[config.mk]
export PLATFORM = sky130hd
export DESIGN_NAME = spi_tx_sequencer
export DESIGN_NICKNAME = d
export VERILOG_FILES = /design/src/rtl/spi_tx_sequencer.sv
export SDC_FILE = /design/constraint.sdc
export NUM_CORES = 1
export LEC_CHECK = 0
export BUFFER_PORTS_ARGS = -buffer_cell sky130_fd_sc_hd__buf_2
export CAP_MARGIN = 20
export CORE_ASPECT_RATIO = 1.1
export CORE_MARGIN = 3
export CORE_UTILIZATION = 40
export DETAILED_ROUTE_END_ITERATION = 6
export PLACE_DENSITY = 0.56
export SLEW_MARGIN = 30
export SYNTH_ARGS = -nofsm -noshare
export SYNTH_HDL_FRONTEND = slang
export SYNTH_SLANG_ARGS = --single-unit
[constraint.sdc]
create_clock -name clk_i -period 3.3 [get_ports clk_i]
set_input_delay 0.66 -clock clk_i [delete_from_list [all_inputs] [get_ports clk_i]]
set_output_delay 0.66 -clock clk_i [all_outputs]
set_load 0.01 [all_outputs]
[src/rtl/spi_tx_sequencer.sv]
// Frame-level controller for the write-only SPI master: buffers pushed bytes in a
// first-word-fall-through FIFO and drives the master's start/data for whole frames.
module spi_tx_sequencer #(
  parameter int FifoDepth = 16,
  parameter int LenWidth  = 8,
  parameter int GapCycles = 4
) (
  input  logic                             clk_i,
  input  logic                             rst_i,
  input  logic                             wr_valid_i,
  input  logic [7:0]                       wr_data_i,
  output logic                             wr_ready_o,
  input  logic                             flush_i,
  input  logic [LenWidth-1:0]              frame_len_i,
  input  logic                             go_i,
  output logic                             busy_o,
  output logic                             done_o,
  output logic                             err_o,
  output logic [$clog2(FifoDepth+1)-1:0]   fifo_level_o,
  output logic                             spi_start_o,
  output logic [7:0]                       spi_data_o,
  input  logic                             spi_next_req_i
);

  localparam int AddrW  = $clog2(FifoDepth);
  localparam int LevelW = $clog2(FifoDepth + 1);
  localparam int GapW   = (GapCycles > 1) ? $clog2(GapCycles) : 1;

  localparam logic [1:0] StIdle = 2'd0;
  localparam logic [1:0] StXfer = 2'd1;
  localparam logic [1:0] StGap  = 2'd2;

  logic [7:0]          mem_q [FifoDepth];
  logic [AddrW-1:0]    wrPtr_q, wrPtr_d;
  logic [AddrW-1:0]    rdPtr_q, rdPtr_d;
  logic [LevelW-1:0]   level_q, level_d;
  logic [1:0]          state_q, state_d;
  logic [LenWidth-1:0] remaining_q, remaining_d;
  logic [GapW-1:0]     gap_q, gap_d;
  logic                start_q, start_d;
  logic                done_q, done_d;
  logic                err_q, err_d;
  logic                req_q;

  logic fifoFull;
  logic flushNow;
  logic pushEn;
  logic consumed;
  logic goBad;

  assign fifoFull = (level_q == LevelW'(FifoDepth));
  assign flushNow = (state_q == StIdle) && flush_i;
  assign pushEn   = wr_valid_i && !fifoFull && !flushNow;
  // The master may hold its request high for many cycles; only the rising edge is a byte.
  assign consumed = (state_q == StXfer) && spi_next_req_i && !req_q;
  assign goBad    = (frame_len_i == '0) || (int'(frame_len_i) > int'(level_q));

  always_comb begin
    wrPtr_d     = wrPtr_q;
    rdPtr_d     = rdPtr_q;
    level_d     = level_q;
    state_d     = state_q;
    remaining_d = remaining_q;
    gap_d       = gap_q;
    done_d      = 1'b0;
    err_d       = 1'b0;

    if (pushEn) wrPtr_d = wrPtr_q + AddrW'(1);
    if (consumed) rdPtr_d = rdPtr_q + AddrW'(1);
    case ({pushEn, consumed})
      2'b10:   level_d = level_q + LevelW'(1);
      2'b01:   level_d = level_q - LevelW'(1);
      default: level_d = level_q;
    endcase

    if (flushNow) begin
      rdPtr_d = wrPtr_q;
      level_d = '0;
    end

    case (state_q)
      StIdle: begin
        if (go_i) begin
          if (flush_i || goBad) begin
            err_d = 1'b1;
          end else begin
            remaining_d = frame_len_i;
            state_d     = StXfer;
          end
        end
      end
      StXfer: begin
        if (consumed) begin
          remaining_d = remaining_q - LenWidth'(1);
          if (remaining_q == LenWidth'(1)) begin
            state_d = StGap;
            gap_d   = GapW'(GapCycles - 1);
          end
        end
      end
      StGap: begin
        if (gap_q == '0) begin
          state_d = StIdle;
          done_d  = 1'b1;
        end else begin
          gap_d = gap_q - GapW'(1);
        end
      end
      default: state_d = StIdle;
    endcase

    start_d = (state_d == StXfer);
  end

  always_ff @(posedge clk_i) begin
    if (rst_i) begin
      wrPtr_q     <= '0;
      rdPtr_q     <= '0;
      level_q     <= '0;
      state_q     <= StIdle;
      remaining_q <= '0;
      gap_q       <= '0;
      start_q     <= 1'b0;
      done_q      <= 1'b0;
      err_q       <= 1'b0;
      req_q       <= 1'b0;
    end else begin
      wrPtr_q     <= wrPtr_d;
      rdPtr_q     <= rdPtr_d;
      level_q     <= level_d;
      state_q     <= state_d;
      remaining_q <= remaining_d;
      gap_q       <= gap_d;
      start_q     <= start_d;
      done_q      <= done_d;
      err_q       <= err_d;
      req_q       <= spi_next_req_i;
    end
  end

  // Storage needs no reset: the level register alone decides what is valid.
  always_ff @(posedge clk_i) begin
    if (pushEn) mem_q[wrPtr_q] <= wr_data_i;
  end

  assign wr_ready_o   = !fifoFull;
  assign busy_o       = (state_q != StIdle);
  assign done_o       = done_q;
  assign err_o        = err_q;
  assign fifo_level_o = level_q;
  assign spi_start_o  = start_q;
  assign spi_data_o   = (level_q == '0) ? 8'h00 : mem_q[rdPtr_q];

endmodule

==> metrics.cfg <==
[pwr]
pwr_density_cell_nw_per_um2=552
p_leak_uw=0.00270
ir_worst_vdd_mv=0.358

[synthesis]
ys_types=51
yosysWarnings=0
synth_seq_cells=161
syn_inst=412
syn_avg_cell_area_um2=16.3
synth_edf_count=128
synthFlopType=edfxtp_1
ys_seq_area_frac=0.669
synth.cell_area_um2=6730
synth_async_sr_flop_share=0
syn-num-nets=452

[hold_path]
min_from=gap_q[0]
min_to=gap_q[0]
hold_depth=1
min-delay-path-class=flop to flop

[detailed_routing]
drt-vias-per-instance=5.44
route.antenna.remaining_nets=0
firstDrtPassIters=4
drtIter0Drc=322
num_vias=3771
avgRoutedWirePerCell_um=20.2
post-route-drc-count=0
wirelength_mm=14.0

[floorplan]
ios=40
die_area_um2=18400
start_util=0.410
num_rows=49
die_x_um=130
dieHeight_um=142
coreArea_um2=16400

[final_layout]
fin_nets=516
final.fill_count=1418
final_util=0.478
multiInputGateArea_um2=2070
area_delta_synth_final_pct=16.8
seqCellArea_um2=4510
post-route-cell-area_um2=7860
drive_above_1_share=0.286
antenna_cells=0

[critical_path]
path_max_fanout=32
cp-end-kind=output port
worstSetupPathType=flop to output port
r2r_end=fifo_level_o[4]
cp.required_ns=2.64
r2r_setup_slack_ns=0.40
cp.arrival_ns=2.42
r2r_start=state_q[0]
start_kind=flop
reg2regPathDepth=10

[sta]
holdWs_ns=0.437
hold_viol=0
max_freq_mhz=325
tightest_slew_ns=0.702
fin_skew_ns=0.00697
grt_setup_unrepaired=false
setup_violations=0
maxSlewViolCount=0
fin_crit_ns=3.08
max_slew_margin=0.531
tns_ns=0
fin_crit_sh=0.932

[clock_network]
clk_pin_slew_worst_paths_ns=0.06
cts_max_path_buffers=2
cts_buffers=17
htree_levels=4
clkSinkCount=161
cts_setup_buffers=0
cts_resized=0
holdBufCountCts=0
cts_tree=built
clk_latency_ns=0.42
clockRootBuffer=clkbuf_16

[placement]
place_congestion=0.835
dpl_cell_area_um2=7280
dp_hpwl_mm=9.40
port-buffer-count=39

[global_route]
grt_pass1_vias=3846
track_usage=0.164
grt_pass1_wl_mm=22.1
globalRouteOverflowTotal=0
grt_max_degree=33
antenna_found_initial=1

[outcome]
status=finished, final reports clean

[job]
drv_cap=0

[critical path, stage by stage, from the launching register on]
cell and delay [ns]:
dfxtp_2 0.34, buf_12 0.27, mux4_2 0.58, mux4_2 0.51
nor2b_1 0.15, buf_2 0.14
[cell families (layout without fill, tap and decap cells)]
group | Yosys count | count (layout) | share of synthesized area
flops | 161 | 161 | 0.669
simple gates | 99 | 99 | 0.0755
compound gates | 49 | 49 | 0.0508
mux | 42 | 42 | 0.137
buf+inv | 35 | 112 | 0.0225
fa+ha+maj | 18 | 18 | 0.0346
xor+xnor | 8 | 8 | 0.0104
[registers in the layout (all words and copies together), names as in the netlist, named ones only]
register	flops
fifo_level_o	5
remaining_q	8
req_q	1
spi_start_o	1
rdPtr_q	4
mem_q	128
done_o	1
gap_q	2
err_o	1
wrPtr_q	4
state_q	2
[how the worst max path moves through the flow]
stage	depth (start not counted)	end	start	slack [ns]
6_report	5	spi_data_o[7]	flop	0.22
5_1_grt	5	spi_data_o[7]	flop	0.11
4_1_cts	5	spi_data_o[7]	flop	0.17
3_5_place_dp	10	fifo_level_o[4]	state_q[0]	0.42
3_3_place_gp	10	fifo_level_o[4]	state_q[0]	0.47
2_1_floorplan	9	fifo_level_o[4]	flush_i	0.49
[cell usage in the layout, fill, tap and decap left out, drive strengths merged, types with 2 or more instances in the layout]
master,n
nor2b,10
o31ai,2
clkinvlp,3
xnor2,2
buf,61
a21boi,2
a21oi,10
nand4,3
nand2b,8
o22ai,7
or4,2
nand2,16
nor3b,3
dfxtp,33
mux4,40
o21ai,4
mux2i,2
a211oi,5
a21o,2
a31oi,6
a221oi,2
clkinv,4
clkbuf,17
inv,26
edfxtp,128
nor2,29
ha,17
xor2,6
nor4,3
nand3,4
and2,4
nor3,11
[through the flow]
stage / worst slack, ns / std cells / power, uW
2_1_floorplan: 0.488 / 412 / 2410
3_3_place_gp: 0.471 / 661 / 2510
3_5_place_dp: 0.423 / 661 / 2510
4_1_cts: 0.167 / 693 / 4390
5_1_grt: 0.108 / 693 / 4520
6_report: 0.223 / 693 / 4340
[Yosys cell counts (2+ instances only)]
cell,count,area share
a211oi_1,5,0.0056
or4_1,2,0.0022
o31ai_1,2,0.0022
nand4_1,3,0.0028
nor2_1,29,0.016
inv_1,18,0.010
a21boi_0,2,0.0022
a21oi_1,10,0.0074
nor2b_1,10,0.0093
xnor2_1,2,0.0026
a21o_1,2,0.0022
edfxtp_1,128,0.57
ha_1,17,0.032
dfxtp_1,33,0.098
o22ai_1,7,0.0065
nor3b_1,3,0.0033
a221oi_2,2,0.0045
nor3_1,10,0.0074
nand2_1,16,0.0089
o21ai_0,4,0.0030
a31oi_1,6,0.0056
nand3_1,4,0.0030
and2_1,3,0.0028
buf_2,3,0.0022
clkbuf_1,5,0.0028
xor2_1,6,0.0078
buf_4,3,0.0033
mux4_2,40,0.13
nor4_1,3,0.0028
nand2b_1,8,0.0074
mux2i_1,2,0.0030
buf_1,5,0.0028
[layout make-up]
| class | count | share of cell area |
|---|---|---|
| flip-flops and latches | 161 | 0.573 |
| multi-input cells | 216 | 0.264 |
| clock buffers | 17 | 0.0541 |
| repair buffers | 61 | 0.0475 |
| well taps | 204 | 0.0325 |
| clock inverters | 15 | 0.0188 |
| inverters | 19 | 0.00971 |
[power by group]
group | internal [uW] | switching, uW
clock | 1060 | 817
combinational | 112 | 128
sequential | 2210 | 14.4
[layer usage]
layer / global-route usage / up-vias / wire length, um
met3: 0.0383 / 15 / 697
met2: 0.260 / 96 / 6970
li1: - / 1747 / -
met1: 0.221 / 1911 / 6130
met5: 0 / - / 13
met4: 0.0591 / 2 / 185
No activity file was read; power rests on OpenSTA's default activity.
